--- config.mk ---
export PLATFORM = sky130hd
export DESIGN_NAME = frame_deserializer
export DESIGN_NICKNAME = d
export VERILOG_FILES = /design/src/rtl/frame_deserializer.sv
export SDC_FILE = /design/constraint.sdc
export NUM_CORES = 1
export LEC_CHECK = 0
export CAP_MARGIN = 20
export CORE_ASPECT_RATIO = 1.1
export CORE_UTILIZATION = 45
export DETAILED_ROUTE_END_ITERATION = 6
export PLACE_DENSITY = 0.67
export RECOVER_POWER = 25
export SLEW_MARGIN = 20
export SYNTH_ARGS = -nofsm -noshare
export SYNTH_HDL_FRONTEND = slang
export SYNTH_SLANG_ARGS = --single-unit
--- constraint.sdc ---
create_clock -name clk -period 3 [get_ports clk]
set_input_delay 0.9 -clock clk [delete_from_list [all_inputs] [get_ports clk]]
set_output_delay 0.9 -clock clk [all_outputs]
set_load 0.03 [all_outputs]
--- src/rtl/frame_deserializer.sv ---
// ---------------------------------------------------------------------------
// frame_deserializer
//
// Receive-side framer. Collects a bit-serial FEC frame from the link and
// presents it as DATA_DEPTH x DATA_WIDTH words for the unscrambler.
//
// Two frame formats are supported, selected by enc_used at frame start:
//   format0 : DATA_DEPTH rows x DATA_WIDTH bits (80 bits by default)
//   format1 : F1_ROWS rows x F1_WIDTH bits (24 bits by default). Unused row
//             bits and unused rows are delivered as zero.
// Bit order on the wire: row 0 first, rows ascending, each row LSB first.
//
// Ports
//   clk          system clock
//   rst_n        synchronous reset, active low
//   enc_used     format select (0 = format0, 1 = format1), sampled at frame start
//   ser_in       serial data bit
//   ser_valid    ser_in is valid this cycle
//   frame_start  with ser_valid: this bit is bit 0 of a frame
//   par_out      assembled frame, held between frames
//   par_valid    1-cycle pulse when par_out/fmt_out are updated
//   fmt_out      format of the frame currently held on par_out
//   busy         a frame is being received
//   frame_err    1-cycle pulse when a frame is aborted (restart or timeout)
// ---------------------------------------------------------------------------
module frame_deserializer #(
  parameter int DATA_WIDTH     = 10,
  parameter int DATA_DEPTH     = 8,
  parameter int F1_ROWS        = 4,
  parameter int F1_WIDTH       = 6,
  parameter int TIMEOUT_CYCLES = 1024
) (
  input  logic                                  clk,
  input  logic                                  rst_n,
  input  logic                                  enc_used,
  input  logic                                  ser_in,
  input  logic                                  ser_valid,
  input  logic                                  frame_start,
  output logic [DATA_DEPTH-1:0][DATA_WIDTH-1:0] par_out,
  output logic                                  par_valid,
  output logic                                  fmt_out,
  output logic                                  busy,
  output logic                                  frame_err
);

  localparam int RW = (DATA_DEPTH > 1) ? $clog2(DATA_DEPTH) : 1;
  localparam int CW = (DATA_WIDTH > 1) ? $clog2(DATA_WIDTH) : 1;
  localparam int GW = (TIMEOUT_CYCLES > 1) ? $clog2(TIMEOUT_CYCLES) : 1;

  localparam logic [RW-1:0] F0_ROW_LAST = RW'(DATA_DEPTH - 1);
  localparam logic [CW-1:0] F0_COL_LAST = CW'(DATA_WIDTH - 1);
  localparam logic [RW-1:0] F1_ROW_LAST = RW'(F1_ROWS - 1);
  localparam logic [CW-1:0] F1_COL_LAST = CW'(F1_WIDTH - 1);
  localparam logic [GW-1:0] GAP_LAST    = GW'(TIMEOUT_CYCLES - 1);

  typedef enum logic {IDLE, RECV} state_t;

  state_t                               state;
  logic [DATA_DEPTH-1:0][DATA_WIDTH-1:0] shadow;
  logic [DATA_DEPTH-1:0][DATA_WIDTH-1:0] shadow_nxt;
  logic [RW-1:0]                        row_cnt;
  logic [CW-1:0]                        col_cnt;
  logic [GW-1:0]                        gap_cnt;
  logic                                 fmt_lat;

  logic start;
  logic accept;
  logic row_end;
  logic last_bit;

  // A frame_start is honoured in any state; in RECV it aborts the current frame.
  assign start    = ser_valid & frame_start;
  assign accept   = ser_valid & ~frame_start & (state == RECV);
  assign row_end  = (col_cnt == (fmt_lat ? F1_COL_LAST : F0_COL_LAST));
  assign last_bit = row_end & (row_cnt == (fmt_lat ? F1_ROW_LAST : F0_ROW_LAST));

  // Next shadow contents. A new frame starts from a cleared shadow so that
  // unused format1 bits/rows come out as zero. Completion copies shadow_nxt
  // to par_out so the last bit lands on the same edge it is accepted.
  always_comb begin
    shadow_nxt = shadow;
    if (start) begin
      shadow_nxt       = '0;
      shadow_nxt[0][0] = ser_in;
    end else if (accept) begin
      shadow_nxt[row_cnt][col_cnt] = ser_in;
    end
  end

  always_ff @(posedge clk) begin
    if (!rst_n) begin
      state     <= IDLE;
      shadow    <= '0;
      row_cnt   <= '0;
      col_cnt   <= '0;
      gap_cnt   <= '0;
      fmt_lat   <= 1'b0;
      par_out   <= '0;
      par_valid <= 1'b0;
      fmt_out   <= 1'b0;
      busy      <= 1'b0;
      frame_err <= 1'b0;
    end else begin
      par_valid <= 1'b0;
      frame_err <= 1'b0;
      shadow    <= shadow_nxt;

      if (start) begin
        // Bit 0 of a new frame; a frame already in flight is discarded.
        if (state == RECV) frame_err <= 1'b1;
        state   <= RECV;
        busy    <= 1'b1;
        fmt_lat <= enc_used;
        row_cnt <= '0;
        col_cnt <= CW'(1);
        gap_cnt <= '0;
      end else if (state == RECV) begin
        if (ser_valid) begin
          gap_cnt <= '0;
          if (last_bit) begin
            state     <= IDLE;
            busy      <= 1'b0;
            par_out   <= shadow_nxt;
            fmt_out   <= fmt_lat;
            par_valid <= 1'b1;
            row_cnt   <= '0;
            col_cnt   <= '0;
          end else if (row_end) begin
            col_cnt <= '0;
            row_cnt <= row_cnt + 1'b1;
          end else begin
            col_cnt <= col_cnt + 1'b1;
          end
        end else if (gap_cnt == GAP_LAST) begin
          // Link went quiet too long: drop the frame, keep the last good par_out.
          frame_err <= 1'b1;
          state     <= IDLE;
          busy      <= 1'b0;
          gap_cnt   <= '0;
          row_cnt   <= '0;
          col_cnt   <= '0;
        end else begin
          gap_cnt <= gap_cnt + 1'b1;
        end
      end
    end
  end

endmodule
# Yosys cells after proc, flatten, opt, wreduce, memory -nomap -nowiden
# Index checks and enable logic that the tools add are counted.
[classes] magnitude_cmp=4 n_bitwise=9 n_eq_ne=5 addsub=3 muxes=37 reduce_logical=12
[ops] operator="2-to-1 mux 80 bit" count=2
[ops] operator="bitwise mux 80 bit" count=1
[ops] operator="demux 10 bit (select 3 bit)" count=1
[ops] operator="2-to-1 mux 10 bit" count=3
[ops] operator="2-to-1 mux 4 bit" count=5
[ops] operator="2-to-1 mux 1 bit" count=19
[ops] operator="2-to-1 mux 3 bit" count=5
[ops] operator="adder 10 x 1 -> 10 bit, second input constant" count=1
[ops] operator="equality test 10 bit, second input constant" count=1
[ops] operator="inequality test 3 x 1 -> 1 bit, second input constant" count=2
[ops] operator="AND reduction 3 bit" count=2
[ops] operator="less-than comparator 4 x 5 -> 1 bit, second input constant" count=1
[ops] operator="inverter 1 bit" count=5
[ops] operator="adder 4 x 1 -> 4 bit, second input constant" count=1
[ops] operator="bitwise AND 1 bit" count=4
[ops] operator="demux 1 bit (select 4 bit)" count=1
[ops] operator="equality test 4 bit" count=1
[ops] operator="greater-or-equal comparator 4 x 1 -> 1 bit, second input constant" count=1
[ops] operator="less-than comparator 3 x 4 -> 1 bit, second input constant" count=1
[ops] operator="AND reduction 2 bit" count=2
[ops] operator="AND reduction 4 bit" count=1
[ops] operator="nonzero test 2 bit" count=2
[ops] operator="OR reduction 4 bit" count=1
[ops] operator="adder 3 x 1 -> 3 bit, second input constant" count=1
[ops] operator="5 further kinds" count=6
[totals] wordCells=96 input_bits=6 reg_bits=183

# Longest topological paths before layout
[logic_depth] word_depth=9 mapped_depth=7 depth_no_buf=5

# Worst setup path before layout
# OpenSTA, ideal clock, no wires.
[synth_timing] kind="input -> register" from="in frame_start" to="reg par_out[17] (netlist name)" t_required_ns=2.883 arrival_time_ns=2.020 slack_ns=0.863 setup_time_ns=0.117 n_path_buf=3 cell_stages=7 cell_sequence="clkbuf_1 > nor2b_1 > o211ai_2 > and2_1 > buf_6 > buf_6 > a22o_1"
[synth_between] elab_chain_len=5 elab_cells_between_ends=8 cone_classes="2 x mux; 5 x bitwise; 1 x reduce/logical"
[synth_rtl] item="start, declared" line="38" source="input logic frame_start,"
[synth_rtl] item="inverter 1 bit" line="73" source="assign accept = ser_valid & ~frame_start & (state == RECV);"
[synth_rtl] item="bitwise AND 1 bit (2 in a row)" line="73"
[synth_rtl] item="2-to-1 mux 80 bit" line="85" source="end else if (accept) begin"
[synth_rtl] item="2-to-1 mux 80 bit" line="82" source="if (start) begin"
[synth_rtl] item="end signal, assigned" line="123" source="par_out <= shadow_nxt;"
[synth_rtl] item="end, declared" line="39" source="output logic [DATA_DEPTH-1:0][DATA_WIDTH-1:0] par_out,"
# Several ways; a longest one is shown, not always the timed one.
# A chain may end at the register's enable or synchronous reset.

# Final worst setup path
[layout_timing] from="in ser_valid" to="reg shadow[62] (netlist name)"
[layout_between] elab_chain_len=4 elab_cells_between_ends=5 cone_classes="2 x mux; 3 x bitwise"
[layout_rtl] item="start, declared" line="37" source="input logic ser_valid,"
[layout_rtl] item="bitwise AND 1 bit (2 in a row)" line="73"
[layout_rtl] item="2-to-1 mux 80 bit" line="85"
[layout_rtl] item="2-to-1 mux 80 bit (*)" line="82"
[layout_rtl] item="end signal, assigned" line="106" source="shadow <= shadow_nxt;"
[layout_rtl] item="end, declared" line="59" source="logic [DATA_DEPTH-1:0][DATA_WIDTH-1:0] shadow;"
# Every way passes the cells marked *; elsewhere a longest branch is shown, timed or not.

==> results.tsv <==
stage	metric	value	unit
global_routing	grt_max_degree	83	
power	power_density	549	mW/mm2
logic_synthesis	syn-cell-area	0.00713	mm2
sta	tightest_slew	0.792	ns
logic_synthesis	avgSynthCellArea	9.89	um2
worst_setup_path	reg2reg_depth	5	
logic_synthesis	ys_types	53	
logic_synthesis	async_reset_ff_share	0	%
worst_setup_path	r2r_start	col_cnt[2]	
worst_setup_path	cp-start-kind	input pin	
routing	vias	5873	
clock_tree	cts_tree	built	
clock_tree	hold_buffers	0	
routing	ant_nets	0	
clock_tree	htree_num_levels	4	
place	dp_hpwl	12200	um
sta	setup_tns	0	ns
place	gp_congestion	0.818	
sta	max-slew-margin-rel	47.2	%
floorplanning	io_pins	90	
global_routing	grt_pass1_wl	29400	um
sta	setup_viol	0	
clock_tree	insertion_delay	0.43	ns
worst_setup_path	worst-path-max-fanout	82	
logic_synthesis	syn-num-nets	729	
worst_setup_path	rrSetupSlack	0.56	ns
floorplanning	dieHeight	134	um
min_path	worstHoldPathCells	2	
routing	drc_errors	0	
sta	hold_viol_final	0	
clock_tree	cts_resized	0	
routing	post_drt_wl_per_cell	18.7	um
power	power.leakage	2.97	nW
worst_setup_path	reg2reg_to	par_out[11]	
routing	via_per_inst	5.93	
sta	slew_violations	0	
finish	syn_to_final_growth	21.8	%
clock_tree	path_clk_slew	0.07	ns
finish	drive_above_1_share	10.2	%
global_routing	track_usage	23.5	%
clock_tree	cts_made_buffers	17	
worst_setup_path	worst-setup-path-type	in2reg	
worst_setup_path	crit_chain	dlygate4sd3_1 > clkbuf_1 > nand2_1 > nand2_2 > buf_12 > nor2_1	
clock_tree	clock_sinks	183	
finish	final_cells	990	
worst_setup_path	crit_family	buffers and inverters	
min_path	hold_class	reg2reg	
finish	multi_input_area	0.00301	mm2
flow_run	max_cap_violations	0	
finish	fillers	1357	
place	dpl.cell_count	958	
logic_synthesis	synth_enable_flop_cells	0	
worst_setup_path	slowest_stage	dlygate4sd3_1	
clock_tree	cts_setup_buffers	0	
logic_synthesis	yosysWarningCount	0	
global_routing	gr-total-overflow	0	
worst_setup_path	path_buf_inv	3	
sta	period_share	87.9	%
logic_synthesis	synth_cells	721	
global_routing	antenna_found_initial	0	
min_path	min_to	shadow[0]	
floorplanning	start_util	46.6	%
place	io_buffers	89	
logic_synthesis	ys.flop_type	dfxtp_1	
clock_tree	clockRootBuffer	clkbuf_16	
place	place_ws	0.122	ns
logic_synthesis	synth_seq_cells	183	
sta	period_needed	2.64	ns
floorplanning	core	0.0153	mm2
power	vdd_ir_drop_max	0.327	mV
floorplanning	die_x	122	um
worst_setup_path	required	3.31	ns
global_routing	grt_pass1_vias	5533	
routing	drt_iter0_drc	435	
finish	final_util	56.8	%
finish	seq_area	0.00366	mm2
sta	layout_setup_ws	0.363	ns
sta	rsz0062_at_grt	false	
run_status	status	complete, no violations	
sta	max_freq	0.379	GHz
sta	clock-skew-final	0.00533	ns
floorplanning	dieArea	0.0164	mm2
worst_setup_path	slowest_delay	0.70	ns
floorplanning	rows	47	
finish	layout.nets	789	
finish	diodes	0	
worst_setup_path	critPathCaptureType	flip-flop	
min_path	holdCritStartpoint	shadow[0]	
routing	dr.pass1.iters	7	
routing	drt_wl_total	18500	um
sta	holdWs	0.473	ns
worst_setup_path	critPathArrivalTime	2.94	ns
clock_tree	cts_buffer_depth	2	
logic_synthesis	ys_seq_area_share	51.4	%
registers in the layout (all words and copies together) (netlist names):
signal,cells
par_out,80
shadow,80
gap_cnt,10
col_cnt,4
row_cnt,3
busy,1
fmt_lat,1
fmt_out,1
frame_err,1
par_valid,1
state,1
power by group:
group	internal, W	switching, W	leakage [nW]
clock network	0.00122	0.000932	0.286
registers	0.00244	0.0000174	1.47
logic	0.0000509	0.000114	1.21
total	0.00371	0.00106	2.97
worst register-to-register path: cells and delay by family (launching register included):
kind | cells | cell delay (ns)
flip-flops | 1 | 0.81
buffers and inverters | 1 | 0.30
AO/OA/AOI/OAI | 2 | 0.58
AND/OR/NAND/NOR | 2 | 0.69
stage by stage:
| step | total power (W) | area (um2) |
|---|---|---|
| 3_3_place_gp | 0.00267 | 8110 |
| 4_1_cts | 0.00480 | 8700 |
| 3_5_place_dp | 0.00267 | 8110 |
| 5_1_grt | 0.00490 | 8690 |
| 2_1_floorplan | 0.00262 | 7130 |
| 6_report | 0.00477 | 8690 |
Yosys cell counts, types with 2 or more instances:
| master | instances | area share, % |
|---|---|---|
| and3_1 | 3 | 0.26 |
| a31oi_1 | 2 | 0.18 |
| a22oi_1 | 79 | 8.3 |
| nor2_1 | 90 | 4.7 |
| buf_4 | 7 | 0.74 |
| nor2b_1 | 5 | 0.44 |
| a22o_1 | 71 | 8.7 |
| buf_2 | 33 | 2.3 |
| nand2_1 | 12 | 0.63 |
| and4bb_2 | 7 | 1.2 |
| ha_1 | 2 | 0.35 |
| xor2_1 | 4 | 0.49 |
| inv_1 | 6 | 0.32 |
| a21oi_1 | 5 | 0.35 |
| o2bb2ai_1 | 9 | 1.1 |
| xnor2_1 | 5 | 0.61 |
| and4b_1 | 3 | 0.42 |
| nor4b_4 | 4 | 1.3 |
| nor3_1 | 2 | 0.14 |
| nand2b_1 | 2 | 0.18 |
| o21ai_0 | 4 | 0.28 |
| clkbuf_1 | 27 | 1.4 |
| o211ai_1 | 4 | 0.42 |
| nand3_1 | 88 | 6.2 |
| nand4_1 | 6 | 0.53 |
| mux2i_1 | 3 | 0.42 |
| buf_6 | 10 | 1.6 |
| dfxtp_1 | 183 | 51 |
| and2_1 | 21 | 1.8 |
routing by layer:
metal  vias up  share of wire, %  wire length (um)  track usage [%]
met5         -                 0                 0                0
met2       224                49              9090             37.9
met1      2840                41              7690             29.0
met3        43               6.1              1120             4.97
li1       2766                 -                 -                -
met4         0               3.4               627             12.7
worst max-delay path by stage:
stage | startpoint | to | cells past startpoint
final | ser_valid | shadow[62] | 6
after floorplan | frame_start | par_out[17] | 7
after CTS | par_out[69] | par_out[69] | 1
after detailed placement | ser_valid | par_out[33] | 6
after global routing | ser_valid | shadow[69] | 6
after global placement | ser_valid | par_out[18] | 6
placed cells by master (no fill, tap or decap), drive strengths merged, types with 6 or more instances in the layout:
cell / instances
dfxtp: 183
nor2: 90
nand3: 88
clkdlybuf4s50: 88
a22oi: 79
a22o: 71
buf: 28
clkbuf: 26
and2: 21
nand2: 12
o2bb2ai: 9
and4bb: 7
inv: 7
nand4: 6
cell families (layout without fill, tap and decap cells):
family,Yosys count,in the layout,share of synthesized area [%]
simple gates,253,253,19.3
flops,183,183,51.4
buf+inv,84,157,6.44
fa+ha+maj,2,2,0.351
xor+xnor,9,9,1.11
mux,3,3,0.421
compound gates,187,187,21.0
area by class of cell:
class | count | area share (%)
clock buffers | 24 | 6.01
clock inverters | 8 | 0.720
inverters | 6 | 0.259
multi-input cells | 454 | 34.7
flip-flops and latches | 183 | 42.2
well taps | 196 | 2.82
repair buffers | 119 | 13.3
Note: power is estimated with default switching activity, not from simulation.
==> RTL edit 1: new RTL, config.mk and constraints unchanged <==
The parameter `DATA_WIDTH` goes from 10 to 20.
--- a/src/rtl/frame_deserializer.sv
+++ b/src/rtl/frame_deserializer.sv
@@ -25,5 +25,5 @@
 // ---------------------------------------------------------------------------
 module frame_deserializer #(
-  parameter int DATA_WIDTH     = 10,
+  parameter int DATA_WIDTH     = 20,
   parameter int DATA_DEPTH     = 8,
   parameter int F1_ROWS        = 4,
Ports: changed (resized par_out); port bits go from 90 to 170. No check against the original RTL was run, so the function may have changed too.
==> RTL edit 1 against the unedited design <==
Die area grew 81%. Sequential cell count is 161 higher. Total power rose by 100%. Non-clock buffer count rose by 103. Routed wire length up 86%. Clock power is 120% higher. Design area grew 91%. Critical path depth unchanged. First-iteration DRC count increased by 87%. Final cell count is 82% higher. Maximum frequency down 2.5%. Synthesized area grew 82%. Worst setup slack lost 0.068 ns. Critical endpoint is now par_out[75].
==> RTL edit 1: results (changes against the unedited design) <==
Run status
  – Status: completed (unchanged)

Clocking
  – Worst-Skew Late Latency: 0.52 ns (was 0.43 ns)
  – H-tree depth: 2 (was 4)
  – CTS Buf Count: 36 (was 17)
  – Clk buf depth: 3 (was 2)

Placement
  – Buffers added on ports: 169 (was 89)
  – RD Place Congestion: 0.829 (was 0.818)
  – Dpl hpwl: 21200 µm (was 12200 µm)

Synthesis
  – Syn nets: 1287 (was 729)
  – Commonest cells post-synth: dfxtp_1 (344), nor2_1 (175), mux2i_1 (161) (was dfxtp_1 (183), nor2_1 (90), nand3_1 (88))
  – Seq/Total Area, Yosys: 52.9% (was 51.4%)
  – Cell variety after synth: 46 (was 53)

Layout
  – Layout cells sized above 1: 9.97% (was 10.2%)
  – Biggest regs: par_out: 160 flops, shadow: 160 flops, gap_cnt: 10 flops (was par_out: 80 flops, shadow: 80 flops, gap_cnt: 10 flops)
  – Number of fill cells: 2391 (was 1357)

Detailed routing
  – Initial DRC count: 812 (was 435)
  – Total routed wirelength: 34400 µm (was 18500 µm)

Worst setup path
  – Top fanout value on the critical path: 40 (was 82)

STA
  – Clock Skew: 0.0279 ns (was 0.00533 ns)
  – Worst Tran Pin Value: 1.17 ns (was 0.792 ns)

Power and ir drop
  – P_int: 7460 µW (was 3710 µW)
  – Peak supply drop: 0.000358 V (was 0.000327 V)
  – Pleak: 0.00618 µW (was 0.00297 µW)

Global route
  – First-pass GRT wire length: 54300 µm (was 29400 µm)
  – Tot GR Track Use: 23.1% (was 23.5%)
  – Largest net degree at the start of global routing: 74 (was 83)
==> RTL edit 1: path summary, 6_finish.rpt <==
kind	startpoint	end	slack, ns	cells after the start
worst min-delay path	par_out[72]	par_out[72]	0.46	1
worst max-delay path	ser_valid	par_out[75]	0.30	6
worst min register to register	par_out[72]	par_out[72]	0.46	1
worst max register to register	col_cnt[0]	par_out[41]	0.38	5
==> RTL edit 1: layout make-up <==
type | instances | share of cell area [%]
clock buffer | 46 | 6.22
clock inverter | 20 | 1.43
inverter | 6 | 0.136
multi-input combinational | 797 | 34.6
sequential | 344 | 41.5
tap | 363 | 2.74
timing repair buffer | 222 | 13.4
==> RTL edit 1: cells by family after synthesis <==
kind of cell | synth area share [%]
adder cells (fa/ha/maj) | 0.577
multiplexers | 12.4
flip-flops | 52.9
AO/OA/AOI/OAI | 12.6
buffers and inverters | 4.10
XOR/XNOR | 0.606
AND/OR/NAND/NOR | 16.8
==> RTL edit 1: stage by stage <==
stage | power (µW) | hold WS [ns] | cells | worst slack (ns) | cell area, µm²
2_1_floorplan | 4870 | 0.456 | 1275 | 0.669 | 13000
3_3_place_gp | 4980 | 0.444 | 1732 | 0.0933 | 15400
3_5_place_dp | 4980 | 0.445 | 1732 | 0.120 | 15400
4_1_cts | 9620 | 0.464 | 1798 | 0.413 | 16600
5_1_grt | 9850 | 0.472 | 1798 | 0.149 | 16600
6_report | 9550 | 0.460 | 1798 | 0.295 | 16600
==> RTL edit 1: metal layers <==
layer  vias up  share of wire, %  global-route usage, %
li1       4881                 -                      -
met1      4907                46                   31.9
met2       297                47                   36.8
met3        49               5.0                   3.48
met4         0               2.5                   7.48
met5         -                 0                      0
==> RTL edit 1: worst max-delay path, cell delays in order <==
cell	delay [ns]
dlygate4sd3_1	0.72
nand4b_1	0.16
clkbuf_2	0.47
nor3_1	0.37
mux2i_1	0.37
o2bb2ai_1	0.10
==> RTL edit 1: power by group through the flow <==
stage          clock, µW  sequential (µW)  combinational (µW)
2_1_floorplan          0             4680                 184
3_3_place_gp           0             4680                 299
3_5_place_dp           0             4680                 301
4_1_cts             4740             4580                 301
5_1_grt             4950             4580                 319
6_report            4670             4580                 299
==> RTL edit 2: new RTL, same flow settings <==
Without the edit above. Register the output `par_out` once more, cleared by the reset; this adds one clock of latency there. The other outputs are not delayed to match. Comments in the files are not updated.
--- a/src/rtl/frame_deserializer.sv
+++ b/src/rtl/frame_deserializer.sv
@@ -56,4 +56,6 @@
   typedef enum logic {IDLE, RECV} state_t;
 
+  logic [DATA_DEPTH-1:0][DATA_WIDTH-1:0] par_s0;
+
   state_t                               state;
   logic [DATA_DEPTH-1:0][DATA_WIDTH-1:0] shadow;
@@ -96,5 +98,5 @@
       gap_cnt   <= '0;
       fmt_lat   <= 1'b0;
-      par_out   <= '0;
+      par_s0    <= '0;
       par_valid <= 1'b0;
       fmt_out   <= 1'b0;
@@ -121,5 +123,5 @@
             state     <= IDLE;
             busy      <= 1'b0;
-            par_out   <= shadow_nxt;
+            par_s0    <= shadow_nxt;
             fmt_out   <= fmt_lat;
             par_valid <= 1'b1;
@@ -147,3 +149,11 @@
   end
 
+  always_ff @(posedge clk) begin
+    if (!rst_n) begin
+      par_out <= '0;
+    end else begin
+      par_out <= par_s0;
+    end
+  end
+
 endmodule
Behaviour: no difference found for any inputs over 10 cycles, from zero or initial values and one cycle with rst_n low; that may be too few to reach the edited logic, so the function may still have changed.
==> RTL edit 2 against the unedited design <==
Synthesized area is 34% higher. Largest power group is now clock. Total power is 55% higher. Worst setup slack better by 0.068 ns. Non-clock buffer count is 9 higher. Routed wire length is 17% higher. Global-route usage is 3.6 points lower. Design area is 34% higher. Sequential cell count is 80 higher.
==> RTL edit 2: results (changes against the unedited design) <==
Clocking
  – Worst-Skew Late Latency: 0.53 ns (was 0.43 ns)
  – CTS Buf Count: 26 (was 17)
  – H-tree depth: 1 (was 4)

Power and ir drop
  – Peak supply drop: 0.000728 V (was 0.000327 V)
  – Pleak: 0.00411 µW (was 0.00297 µW)

Worst setup path
  – CP arrival: 3.02 ns (was 2.94 ns)
  – R2R Setup Slk: 0.71 ns (was 0.56 ns)
  – Top fanout value on the critical path: 9 (was 82)

Layout
  – Multi-input logic area: 0.00380 mm² (was 0.00301 mm²)
  – Layout cells sized above 1: 12.8% (was 10.2%)
  – Clock Buffer Count: 33 (was 24)
  – Seq_cells: 263 (was 183)
  – Number of fill cells: 1811 (was 1357)
  – Sequential cell area: 0.00527 mm² (was 0.00366 mm²)
  – Multi-Input Combinational: 620 (was 454)

Synthesis
  – Seq/Total Area, Yosys: 54.9% (was 51.4%)
  – Multiplexer share of the synthesized area: 0.209% (was 0.421%)
  – Synth Area in XOR/XNOR: 0.731% (was 1.11%)
  – Commonest cells post-synth: dfxtp_1 (263), and2_1 (103), nor2_1 (90) (was dfxtp_1 (183), nor2_1 (90), nand3_1 (88))
  – Cell variety after synth: 49 (was 53)
  – Syn Inst Count: 981 (was 721)
  – Ranking of synthesized cells by area: dfxtp_1 (55%), and2_1 (6.7%), a22oi_2 (4.6%) (was dfxtp_1 (51%), a22o_1 (8.7%), a22oi_1 (8.3%))
  – Syn nets: 989 (was 729)
  – Post-synthesis compound-gate area fraction: 18.7% (was 21.0%)

Detailed routing
  – Total routed wirelength: 21700 µm (was 18500 µm)
  – Initial DRC count: 505 (was 435)
  – DR pass1 iterations: 5 (was 7)
  – Routed vias/inst: 5.28 (was 5.93)

Placement
  – RD Place Congestion: 0.825 (was 0.818)
  – Inst Count DP: 1298 (was 958)
  – Dpl hpwl: 13000 µm (was 12200 µm)

Min path
  – HP Start: par_s0[31] (was shadow[0])
  – WHS Path Cells: 1 (was 2)

Global route
  – GR Util met2: 31.1% (was 37.9%)
  – GR Layer Usage met3: 2.77% (was 4.97%)
  – Grt met1 use: 27.9% (was 29.0%)
  – Largest net degree at the start of global routing: 168 (was 83)

Run status
  – Status: completed (unchanged)
-- RTL edit 2: cell types whose count changed in the layout (fill, tap and decap cells not counted), sizes merged, moves of 3 or more --
cell and delta:
a21oi +83, a22o -71, and2 +82, buf +9, bufinv +7, clkbuf +10
dfxtp +80, inv -5, nand2 +7, o211ai -3, o21ai +83, o2bb2ai -9
-- RTL edit 2: routing by layer --
metal	share of wire [%]	vias up	wire length [µm]
met2	45	217	9660
met1	47	3289	10200
met3	5.7	47	1230
li1	-	3546	-
met4	2.7	0	578
met5	0	-	0
-- RTL edit 2: worst max-delay path, cell delays in order --
cell and delay [ns]:
dlygate4sd3_1 0.63, clkbuf_1 0.24, nand2_1 0.23, and2_0 0.46
o311ai_2 0.36, a21oi_1 0.20
-- RTL edit 2: logic make-up after synthesis --
logic type | after synthesis
simple gates | 337
flops | 263
fa+ha+maj | 2
compound gates | 271
xor+xnor | 8
buf+inv | 98
mux | 2
-- RTL edit 2: power by group --
group | internal [µW] | total (µW) | switching, µW | leakage [µW]
sequential | 3500 | 3510 | 10.6 | 0.00212
clock | 2360 | 3700 | 1340 | 0.000492
combinational | 47.1 | 168 | 121 | 0.00150
-- RTL edit 2: through the flow --
step | total power, µW | setup WS, ns | hold WS (ns) | utilization, % | area, µm²
detailed placement | 3760 | 0.169 | 0.435 | 51.5 | 10700
global placement | 3760 | 0.218 | 0.436 | 51.5 | 10700
CTS | 7430 | 0.540 | 0.453 | 56.4 | 11700
global route | 7590 | 0.334 | 0.460 | 56.3 | 11700
floorplan | 3700 | 0.895 | 0.424 | - | 9590
finish | 7370 | 0.431 | 0.449 | 56.3 | 11700
